File: src/rtl/alua_seq_pkg.sv
// -----------------------------------------------------------------------------
// alua_seq_pkg -- shared definitions for the ALU-A source sequencer.
//
// Holds:
//   `ALUA_IDX      index of the highest ALU-A select bit (13 -> 14-bit select)
//   ALUA_W         width of the one-hot select vector
//   AA_*           bit positions in the one-hot ALU-A select
//   alua_src_e     4-bit encoded source select presented by decode
//   alua_state_e   interrupt-sequence FSM states
//   aa_bit()       one-hot vector with a single AA_* position set
//   multi_hot()    true when a select vector has more than one bit set
// -----------------------------------------------------------------------------
`ifndef ALUA_IDX
`define ALUA_IDX 13
`endif

package alua_seq_pkg;

  localparam int ALUA_W = `ALUA_IDX + 1;

  // Bit positions in the one-hot ALU-A select (bit n == encoded source n).
  localparam int AA_ONE  = 0;
  localparam int AA_M1   = 1;
  localparam int AA_M2   = 2;
  localparam int AA_HL   = 3;
  localparam int AA_IX   = 4;
  localparam int AA_IY   = 5;
  localparam int AA_PC   = 6;
  localparam int AA_AA   = 7;
  localparam int AA_BIT  = 8;
  localparam int AA_DAA  = 9;
  localparam int AA_II   = 10;
  localparam int AA_RR   = 11;
  localparam int AA_INT  = 12;
  localparam int AA_RST  = 13;

  // Encoded source select; 14 and 15 both mean "no source".
  typedef enum logic [3:0] {
    SRC_ONE  = 4'd0,
    SRC_M1   = 4'd1,
    SRC_M2   = 4'd2,
    SRC_HL   = 4'd3,
    SRC_IX   = 4'd4,
    SRC_IY   = 4'd5,
    SRC_PC   = 4'd6,
    SRC_AA   = 4'd7,
    SRC_BIT  = 4'd8,
    SRC_DAA  = 4'd9,
    SRC_II   = 4'd10,
    SRC_RR   = 4'd11,
    SRC_INT  = 4'd12,
    SRC_RST  = 4'd13,
    SRC_NONE = 4'd14
  } alua_src_e;

  typedef enum logic [1:0] {
    ST_IDLE  = 2'd0,
    ST_PUSH  = 2'd1,
    ST_PCSEL = 2'd2,
    ST_VEC   = 2'd3
  } alua_state_e;

  function automatic logic [ALUA_W-1:0] aa_bit(input int pos);
    return ALUA_W'(1) << pos;
  endfunction

  // Clearing the lowest set bit leaves something only if two or more were set.
  function automatic logic multi_hot(input logic [ALUA_W-1:0] v);
    return (v & (v - ALUA_W'(1))) != '0;
  endfunction

endpackage

File: src/rtl/alua_dec.sv
// -----------------------------------------------------------------------------
// alua_dec -- purely combinational 4 -> 14 one-hot decoder for the ALU-A
// source select. Encodings 14 and 15 decode to all-zero.
//
// Ports:
//   sel_i     in   4        encoded source select
//   onehot_o  out  ALUA_W   one-hot select, bit n set when sel_i == n
// -----------------------------------------------------------------------------
module alua_dec
  import alua_seq_pkg::*;
(
  input  logic [3:0]        sel_i,
  output logic [ALUA_W-1:0] onehot_o
);

  always_comb begin
    // NOTE: default every output first so no path through the block leaves
    // a bit unassigned; otherwise synthesis infers a latch.
    onehot_o = '0;
    for (int i = 0; i < ALUA_W; i++) begin
      if (sel_i == 4'(i)) onehot_o[i] = 1'b1;
    end
  end

endmodule

File: src/rtl/alua_seq.sv
// -----------------------------------------------------------------------------
// alua_seq -- registered ALU-A source select with a built-in interrupt
// vector sequence (push M2, select PC, select INT/RST vector).
//
// Optional feature: define ALUA_CHK_EN to add the sticky sel_err one-hot
// checker and its port. Without it the port and logic are absent.
//
// Ports:
//   clkc      in   1       clock, rising edge
//   reset     in   1       synchronous, active-high reset
//   dec_vld   in   1       decode presents a source select this cycle
//   dec_sel   in   4       encoded source select (see alua_src_e)
//   wait_st   in   1       pipeline stall, freezes all state
//   int_ack   in   1       pulse that starts the interrupt vector sequence
//   rst_op    in   1       sampled with int_ack: 1 = RST vector, 0 = INT vector
//   alua_reg  out  14      registered one-hot ALU-A select
//   seq_busy  out  1       interrupt sequence in progress, decode must hold
//   sel_err   out  1       sticky one-hot violation flag (ALUA_CHK_EN only)
// -----------------------------------------------------------------------------
module alua_seq
  import alua_seq_pkg::*;
(
  input  logic              clkc,
  input  logic              reset,
  input  logic              dec_vld,
  input  logic [3:0]        dec_sel,
  input  logic              wait_st,
  input  logic              int_ack,
  input  logic              rst_op,
  output logic [ALUA_W-1:0] alua_reg,
  output logic              seq_busy
`ifdef ALUA_CHK_EN
  ,
  output logic              sel_err
`endif
);

  alua_state_e       state_q, state_d;
  logic [ALUA_W-1:0] alua_q, alua_d;
  logic              rst_op_q, rst_op_d;
  logic              busy_q;
  logic [ALUA_W-1:0] dec_onehot;
  logic [ALUA_W-1:0] idle_load;

  alua_dec u_dec (
    .sel_i    (dec_sel),
    .onehot_o (dec_onehot)
  );

  // Normal decode load, used in IDLE and on the edge leaving VEC.
  assign idle_load = dec_vld ? dec_onehot : '0;

  always_comb begin
    state_d  = state_q;
    alua_d   = alua_q;
    rst_op_d = rst_op_q;
    if (!wait_st) begin
      unique case (state_q)
        ST_IDLE: begin
          // int_ack wins over a same-cycle decode; decode re-presents later.
          if (int_ack) begin
            state_d  = ST_PUSH;
            alua_d   = aa_bit(AA_M2);
            rst_op_d = rst_op;
          end else begin
            alua_d = idle_load;
          end
        end
        ST_PUSH: begin
          state_d = ST_PCSEL;
          alua_d  = aa_bit(AA_PC);
        end
        ST_PCSEL: begin
          state_d = ST_VEC;
          alua_d  = rst_op_q ? aa_bit(AA_RST) : aa_bit(AA_INT);
        end
        ST_VEC: begin
          // The exit edge behaves as an IDLE cycle without interrupt entry,
          // so a select decode has waited with is picked up here.
          state_d = ST_IDLE;
          alua_d  = idle_load;
        end
        default: state_d = ST_IDLE;
      endcase
    end
  end

`ifdef ALUA_CHK_EN
  logic sel_err_q;
`endif

  always_ff @(posedge clkc) begin
    // NOTE: reset is synchronous and clears every register, including the
    // sticky error flag, so an aborted sequence restarts from a clean IDLE.
    if (reset) begin
      state_q  <= ST_IDLE;
      alua_q   <= '0;
      rst_op_q <= 1'b0;
      busy_q   <= 1'b0;
`ifdef ALUA_CHK_EN
      sel_err_q <= 1'b0;
`endif
    end else begin
      // NOTE: non-blocking assignments so every register samples the
      // pre-edge values regardless of statement order.
      state_q  <= state_d;
      alua_q   <= alua_d;
      rst_op_q <= rst_op_d;
      busy_q   <= (state_d != ST_IDLE);
`ifdef ALUA_CHK_EN
      sel_err_q <= sel_err_q | multi_hot(alua_d);
`endif
    end
  end

  assign alua_reg = alua_q;
  assign seq_busy = busy_q;
`ifdef ALUA_CHK_EN
  assign sel_err  = sel_err_q;
`endif

endmodule

File: config.mk
export PLATFORM = sky130hd
export DESIGN_NAME = alua_seq
export DESIGN_NICKNAME = d
export VERILOG_FILES = /design/src/rtl/alua_seq_pkg.sv /design/src/rtl/alua_dec.sv /design/src/rtl/alua_seq.sv
export SDC_FILE = /design/constraint.sdc
export NUM_CORES = 1
export LEC_CHECK = 0
export ABC_AREA = 1
export CORE_MARGIN = 10
export CORE_UTILIZATION = 35
export CTS_BUF_LIST = sky130_fd_sc_hd__clkbuf_8 sky130_fd_sc_hd__clkbuf_16
export CTS_CLUSTER_DIAMETER = 150
export DETAILED_ROUTE_END_ITERATION = 12
export PLACE_DENSITY = 0.6
export SETUP_SLACK_MARGIN = 0.02
export SLEW_MARGIN = 20
export SYNTH_ARGS = -nofsm -noshare
export SYNTH_HDL_FRONTEND = slang
export SYNTH_HIERARCHICAL = 1
export SYNTH_SLANG_ARGS = --single-unit
File: constraint.sdc
create_clock -name clkc -period 3.3 [get_ports clkc]
set_input_delay 0.66 -clock clkc [delete_from_list [all_inputs] [get_ports clkc]]
set_output_delay 0.66 -clock clkc [all_outputs]
set_load 0.1 [all_outputs]
== Word level (Yosys, flattened, before mapping) ==
Index checks and enable logic that the tools add are counted.

* Flip-flop bits (word level): 18
* Word-level logic and storage cells: 46
* Input bits: 10

* Equality and inequality tests: 16
* Bitwise logic cells: 1
* Mux-type cells: 21
* Reductions and logical operators: 4

{| class="wikitable"
|+ Operator list
! operator !! number
|-
| case mux 14 bit (4 select lines) || 1
|-
| 2-to-1 mux 14 bit || 3
|-
| == test 4 bit, second input constant || 6
|-
| == test 4 x 3 -> 1 bit, second input constant || 4
|-
| 2-to-1 mux 1 bit || 14
|-
| == test 4 x 2 -> 1 bit, second input constant || 2
|-
| case mux 2 bit (4 select lines) || 1
|-
| == test 2 bit, second input constant || 2
|-
| == test 4 x 1 -> 1 bit, second input constant || 1
|-
| zero test 4 bit || 1
|-
| 2-to-1 mux 2 bit || 2
|-
| AND reduction 3 bit || 1
|-
| == test 2 x 1 -> 1 bit, second input constant || 1
|-
| zero test 2 bit || 1
|-
| nonzero test 2 bit || 1
|-
| NOT 1 bit || 1
|}

== Depth between registers and ports, before layout ==
Gate-level depths: netlist of run 1.

* Word-level depth: 5
* Gate-level depth with buffers: 9
* Depth with buffers taken out: 7

== Modules after synthesis ==
The synthesis of run 1 kept the hierarchy.

{| class="wikitable"
|+ By module, submodules not included
! module !! cells each !! area each (µm²) !! instances
|-
| alua_seq || 132 || 924.6 || 1
|-
| alua_dec || 26 || 97.6 || 1
|}

== Worst setup path after synthesis of run 1 ==
OpenSTA, ideal clock, no wires.

* Kind: reg-to-output
* Start point: register alua_q[10], in the netlist alua_reg[10]
* End point: output port alua_reg[10]
* Arrival: 0.925 ns
* Stages on the path, launching flop included: 1
* Path buffers: 0
* Path slack: 1.715 ns
* Cell sequence: dfxtp_1

{| class="wikitable"
|+ RTL lines
! element !! line !! text
|-
| start: declaration || alua_seq.sv:39 || <nowiki>logic [ALUA_W-1:0] alua_q, alua_d;</nowiki>
|-
| start signal: assignment || alua_seq.sv:107 || <nowiki>alua_q <= alua_d;</nowiki>
|-
| end: declaration || alua_seq.sv:30 || <nowiki>output logic [ALUA_W-1:0] alua_reg,</nowiki>
|}

No word-level cell between the ends.

==> results of run 1 <==
-- power groups by stage --
stage | clock network, µW | registers, µW | logic [µW]
after floorplan | 0 | 275 | 59.7
after global placement | 0 | 236 | 125
after detailed placement | 0 | 236 | 126
after CTS | 189 | 231 | 126
after global routing | 195 | 232 | 138
final | 181 | 231 | 126
-- worst max-delay path: stages --
cell             delay [ns]
clkdlybuf4s50_1        0.89
inv_1                  0.24
nand2_1                0.15
o21ai_1                0.08
-- per-layer routing --
layer  wire length, µm  track usage, %  vias to the layer above
li1                  -               -                      519
met1              1120            12.0                      414
met2               917            13.1                       24
met3               141            1.46                        4
met4                59            6.21                        0
met5                 0               0                        -
-- stage by stage --
step	cell area (µm²)	hold WS [ns]	total power [µW]
6_report	1280	0.468	538
5_1_grt	1280	0.492	565
4_1_cts	1280	0.472	547
3_5_place_dp	1230	0.461	362
3_3_place_gp	1230	0.457	362
2_1_floorplan	1020	0.502	335
-- layout make-up --
cell class | count | area (µm²)
repair buffers | 24 | 203
fillers | 297 | 1500
flip-flops and latches | 18 | 360
clock buffers | 4 | 55.1
multi-input cells | 112 | 533
well taps | 31 | 38.8
inverters | 24 | 93.8
-- synth_stat cells --
cell type and n:
ha_1 3, clkinv_2 1, nand3_1 2, inv_1 22, buf_6 2, inv_4 1
nand2_4 1, o21ai_1 1, nand2_1 46, o21ai_0 6, nor2_1 35, a21oi_2 11
nand2_2 3, a21oi_1 4, buf_4 1, dfxtp_1 18, buf_2 1
-- logic make-up (layout without fill, tap and decap cells) --
kind of cell    Yosys count  in the layout  synth area share (%)
flops                    18             18                  35.3
fa+ha+maj                 3              3                  3.67
simple gates             87             87                  33.7
compound gates           22             22                  14.8
buf+inv                  28             52                  12.6
-- how the worst max path moves through the flow --
stage	startpoint	end	slack (ns)	depth (start not counted)
after floorplan	alua_reg[10]$_SDFFE_PP0N_	alua_reg[10]	1.72	0
after global placement	reset	seq_busy$_SDFF_PP0_	1.16	4
after detailed placement	reset	seq_busy$_SDFF_PP0_	1.16	4
after CTS	reset	seq_busy$_SDFF_PP0_	1.43	4
after global routing	wait_st	alua_reg[4]$_SDFFE_PP0N_	1.29	6
final	reset	seq_busy$_SDFF_PP0_	1.43	4
==> results.md, run 1 <==
- The via count is 961.
- The count of nets left with antenna violations once routing finished came out at 0.
- The tool flagged a number of max-cap violations equal to 0.
- STA puts the critical path data arrival time at 2.02 ns.
- The pin count of the biggest net entering global routing is 16.
- The total count of hold-check failures in the final report is 0.
- In this run the power spent charging and discharging nets is 172 µW.
- The number of global-route vias before repair is 941.
- For this run, the share of the core covered by cells in the final layout is 46.2%.
- The clock latency of the later-clocked register in the worst-skew pair is 0.26 ns.
- 25 I/O pins were placed.
- The TritonCTS clock tree is yes.
- For this configuration, the core starts out at a cell density of 36.8%.
- The endpoint kind of the worst setup timing path is a register.
- The startpoint-to-endpoint class of the critical path is in2reg.
- In this run, CTS created clock tree buffers numbering 3.
- The placed wire-length estimate is 1.77 mm.
- Of the total power, combinational logic draws 23.3%.
- The wire length of the first global-routing pass is 4.06 mm.
- The type of element launching the critical path is an input port.
- The share of synthesized area occupied by flip-flops and latches is 35.3%.
- The post-synthesis instance total is 158.
- The post-cts gate resize count is 0.
- The count of synthesis-stage warnings from yosys is 6.
- Setup repair after global routing left no endpoint under its margin.
- The final non-filler cell total is 213.
- In this run switching power makes up 31.9% of total power.
- The worst IR drop on VDD is 280 µV.
- Summed over all cells, the static leakage comes to 0.000557 µW.
- At the pin with the least slew margin, the transition time is 0.650 ns.
- Global routing used 9.05% of the available tracks.
- The floorplan row count is 19.
- The number of setup buffers added after CTS is 0.
- Cells with a size suffix above 1 make up 19.8% of the layout.
- STA puts the critical path data required time at 3.45 ns.
- On the final layout, the worst clock skew is 0.00531 ns.
- The number of H-tree levels is 1.
- The instance count along the most critical hold path is 2.
- The worst register-to-register path ends at alua_reg[5]$_SDFFE_PP0N_.
- From bottom edge to top edge, the die measures 74.0 µm.
- The period utilization is 56.6%.
- The number of design-rule violations left by the first detailed-router iteration is 47.
- Counting every sink on the clock net gives 18.
- Power spread over the standard cell area amounts to 419 nW/µm².
- The final setup TNS is 0 ns.
- The min-delay analysis places its worst path in the category reg2reg.
- Once routing completed, OpenROAD measured the worst setup slack at 1.43 ns.
- In the post-synthesis netlist, the biggest area contributors are dfxtp_1, nand2_1, nor2_1.
- The beginning of the worst hold path is alua_reg[0]$_SDFFE_PP0N_.
- Prior to clock tree synthesis, the placed netlist has a worst setup slack of 1.16 ns.
- The number of nets in the synthesized netlist is 171.
- Compared with the post-synthesis result, the final layout area differs by 25.6%.
- The worst register-to-register path begins at state_q[1]$_SDFF_PP0_.
- The cell total after placement is 209.
- Buffers inserted to repair hold after CTS numbered 0.
- Setup violations remaining at the end of the flow were counted as 0.
- The hold-critical path endpoint is alua_reg[0]$_SDFFE_PP0N_.
- The clock edge transition at the registers on the reported setup and hold paths is 0.07 ns.
- The number of diodes is 0.
- The count of buffers added on input and output ports is 24.
- The die is 74.0 µm wide.
- The total wire length is 2.24 mm.
- The total area inside the core boundary comes to 2780 µm².
- The share of power burned in the clock network is 33.7%.
- The per-instance average area after synthesis is 6.47 µm².
- The number of antenna violations at the first check in global routing is 0.
- CTS placed an instance of clkbuf_8 at the clock tree root.
- The reg-to-reg setup timing slack is 1.87 ns.
- The cell area after synthesis is 1020 µm².
- The average detailed-routed wire length per instance is 10.5 µm.
- The net total in the final layout is 196.
- The library cell used most frequently in the layout, excluding fill and tap cells, is nand2_1.
- The number of search-and-repair iterations in the first detailed-routing pass is 4.
- The last weighted congestion value of the routability-driven placer is 0.861.
- The global route total overflow is 0.
- The deepest clock path buffer count is 2.
- The dominant cell type by area after synthesis is dfxtp_1.
- Summed over its instances, the top area cell type makes up 35.3% of the synthesized netlist area.
- The worst path needs 1.87 ns of the cycle, external delays included.
- Measured against its own limit, the worst slew margin works out to 56.5%.
- The run finished with clean final reports.
- The maximum clock rate is 0.535 GHz.
- The number of remaining DRC errors is 0.
- The die covers 5480 µm².
- The number of register bits inferred by synthesis is 18.
- Sequential cells burn 43.0% of the power.
- The register with the most flip-flops in the layout has 14 of them.
- The number of pins exceeding their max-slew limit in the final report is 0.
- Dividing the detail-routed via count by the number of cells gives 4.51.
- The internal portion of the total power is 367 µW.
- The highest net fanout along the worst path is 12.
- Measured in cells, the most critical reg-to-reg path has a length of 7.
- Leaving out fill and tap cells, the most frequent cells in the layout are nand2_1, nor2_1, inv_1, dfxtp_1, buf_4.
- The number of distinct standard cells referenced by the synthesized netlist is 17.
Note: power is estimated with default switching activity, not from simulation.
==> inputs of run 2 (changes only) <==
--- a/config.mk
+++ b/config.mk
@@ -11,7 +11,7 @@
 export CTS_BUF_LIST = sky130_fd_sc_hd__clkbuf_8 sky130_fd_sc_hd__clkbuf_16
 export CTS_CLUSTER_DIAMETER = 150
 export DETAILED_ROUTE_END_ITERATION = 12
-export PLACE_DENSITY = 0.6
+export PLACE_DENSITY = 0.62
 export SETUP_SLACK_MARGIN = 0.02
 export SLEW_MARGIN = 20
 export SYNTH_ARGS = -nofsm -noshare
==> constraint.sdc (replaced) <==
create_clock -name clkc -period 1.55 [get_ports clkc]
set_input_delay 0.31 -clock clkc [delete_from_list [all_inputs] [get_ports clkc]]
set_output_delay 0.31 -clock clkc [all_outputs]
set_load 0.1 [all_outputs]
==> run 2 against run 1 <==
Effect of this change: sequential share of layout area is 3.9 points lower; sequential cell count stayed put; via count is 1.6% higher; core utilization is 7.4 points higher; routed wire length up 5.8%; largest power group unchanged; combinational power up 140%; clock-buffer cell count unchanged; hold slack improved by 0.047 ns.
==> results.md, run 2 (synthesized netlist as in run 1, its figures left out) <==
- The beginning of the critical path is state_q[1]$_SDFF_PP0_.
- The floorplan row count is 19 (unchanged).
- The total count of hold-check failures in the final report is 0 (unchanged).
- The total power density per cell area is 791 nW/µm² (+89%).
- The cell with the largest stage delay on the worst path is dfxtp_1.
- The number of clock sinks seen by CTS is 18 (unchanged).
- The final setup TNS came to 0 ns (unchanged).
- The number of design-rule violations left by the first detailed-router iteration is 29 (-38%).
- The data required time of the critical path is 1.69 ns (-1.76 ns).
- The maximum clock rate is 0.757 GHz.
- The number of search-and-repair iterations in the first detailed-routing pass was 4 (unchanged).
- The number of placed I/O pins is 25 (unchanged).
- The area of the die came to 5480 µm² (unchanged).
- The number of remaining DRC errors is 0 (unchanged).
- The number of maximum-capacitance violations is 0 (unchanged).
- The worst-case reg-to-reg path depth is 7 (unchanged).
- The die extent in x is 74.0 µm (unchanged).
- The clock latency of the later-clocked register in the worst-skew pair is 0.25 ns (about the same).
- The average via count per standard cell is 4.54 (+0.62%).
- The last weighted congestion value of the routability-driven placer came to 0.882 (+2.3%).
- Traced cell by cell, the critical path runs through inv_1 > ha_2 > clkinv_2 > nand2_2 > nand2_2 > nand2_1 > a21oi_2.
- The relative slew slack is 85.7% (+29 points).
- The global route total overflow is 0 (unchanged).
- The average detailed-routed wire length per instance is 11.0 µm (+4.9%).
- The global-route usage over all layers is 9.30% (+0.25 points).
- The final setup violation count is 0 (unchanged).
- The number of buffers created by CTS is 3 (unchanged).
- The worst IR drop on VDD is 550 µV (+97%).
- The fraction of layout instances using a drive strength above 1 is 21.2% (+1.4 points).
- The critical path is of the reg2reg type.
- The endpoint kind of the worst setup timing path is a register.
- The total power after layout is 1180 µW (+120%).
- The total placed instance area is 1430 µm² (+16%).
- The critical path depth in cells is 7 (+3).
- In the layout the commonest cells are nand2_1, nor2_1, inv_1, dfxtp_1, buf_12.
- The final critical path takes up 85.3% of the cycle.
- The highest net fanout along the worst path is 11 (-1).
- The number of pins exceeding their max-slew limit in the final report is 0 (unchanged).
- The area occupied by registers is 360 µm² (unchanged).
- The most numerous cell type found on the critical path is nand2_2.
- The number of buffers and inverters on the critical path came to 2 (unchanged).
- The number of flip-flops in the largest register is 14 (unchanged).
- The beginning of the worst hold path is alua_reg[5]$_SDFFE_PP0N_.
- Among cell families on the critical path, the largest total delay comes from flip-flops.
- The instance count along the most critical hold path is 2 (unchanged).
- The final design area excluding fillers is 1490 µm² (+16%).
- The type of element launching the critical path is a register.
- The worst-margin pin slew is 0.214 ns (-0.437 ns).
- TritonCTS built the clock tree.
- The number of antenna violations at the first check in global routing came to 0 (unchanged).
- The cell leakage power is 0.000610 µW (+9.4%).
- The placed wire-length estimate is 1.90 mm (+7.2%).
- The number of global-route vias before repair is 966 (+2.7%).
- The number of diodes is 0 (unchanged).
- The arrival time at the worst endpoint is 1.46 ns (-0.56 ns).
- The die extent in y is 74.0 µm (unchanged).
- The delay contributed by the slowest stage of the critical path is 0.35 ns (-0.54 ns).
- The wire length of the first global-routing pass was 4.11 mm (+1.4%).
- The area added between synthesis and finish is 45.7%.
- The path type of the worst min-delay path is reg2reg.
- The flow ran to the end, and the final reports show no timing, DRC or antenna violations.
- The total wire length was 2.37 mm (+5.8%).
- The startpoint of the most critical register-to-register path is state_q[1]$_SDFF_PP0_.
- The root buffer cell chosen for the clock tree is clkbuf_8.
- Setup repair after global routing left no endpoint under its margin.
- The area of the placeable core is 2780 µm² (unchanged).
- The worst path in the final design needs a cycle of 1.32 ns, including I/O delays and setup.
- The antenna violation net count after detailed routing is 0 (unchanged).
- The number of H-tree levels is 1 (unchanged).
- The deepest clock path buffer count is 2 (unchanged).
- The number of setup buffers added after CTS is 0 (unchanged).
- The fill cell instance count of the final layout was 272 (-8.4%).
- The largest clock skew in the final design is 0.00512 ns (-0.000188 ns).
- The clock edge transition at the registers on the reported setup and hold paths is 0.07 ns (about the same).
- The starting utilization of the core area is 36.8% (unchanged).
- The pin count of the biggest net entering global routing came to 13 (-3).
- The net total in the final layout is 198 (+1.0%).
- The area of the multi-input gates came to 536 µm² (+0.47%).
- Leaving out fill and tap cells, the most frequent cell in the layout is nand2_1.
- The number of input and output port buffers inserted is 24 (unchanged).
- The via count came to 976 (+1.6%).
-- run 2: cell types whose count changed in the layout (fill, tap and decap cells not counted) --
cell	before	now
ha_2	0	1
buf_4	15	2
ha_1	3	2
buf_12	0	15
-- run 2: cell type report --
cell class / instances / area share [%]
clock buffers: 4 / 3.70
inverters: 24 / 6.30
repair buffers: 26 / 27.2
well taps: 31 / 2.61
flip-flops and latches: 18 / 24.2
multi-input cells: 112 / 36.0
-- run 2: final timing paths --
path	to	slack, ns
setup reg to reg	alua_reg[10]$_SDFFE_PP0N_	0.23
hold reg to reg	alua_reg[5]$_SDFFE_PP0N_	0.52
setup / recovery	alua_reg[10]$_SDFFE_PP0N_	0.23
hold / removal	alua_reg[5]$_SDFFE_PP0N_	0.52
-- run 2: per-stage QoR --
step | setup WS (ns) | util [%] | cells | hold slack [ns]
floorplan | 0.191 | - | 158 | 0.445
finish | 0.228 | 53.5 | 215 | 0.515
global route | 0.119 | 53.5 | 215 | 0.534
CTS | 0.133 | 53.4 | 215 | 0.516
detailed placement | 0.0942 | 51.5 | 211 | 0.506
global placement | 0.107 | 51.5 | 211 | 0.500
-- run 2: where the power goes --
| group | leakage, µW | total, µW | switching (µW) | internal [µW] |
|---|---|---|---|---|
| sequential | 0.000147 | 499 | 17.8 | 482 |
| clock | 0.0000288 | 374 | 149 | 225 |
| combinational | 0.000434 | 304 | 196 | 108 |
-- run 2: timing repair --
item / CTS / global route
endpoints found under the setup margin: 0 / 2
hold buffers: 0 / 0
resized for setup: 0 / 1
-- run 2: layer usage --
layer | GRT usage [%] | up-vias | routed length, µm
li1 | - | 526 | -
met1 | 11.1 | 424 | 1180
met2 | 15.0 | 22 | 1050
met3 | 1.86 | 4 | 90
met4 | 5.59 | 0 | 53
met5 | 0 | - | 0
-- run 2: worst min-delay path, stage by stage (launching register included) --
cell and delay [ns]:
dfxtp_1 0.33, nand2_1 0.09, a21oi_2 0.05
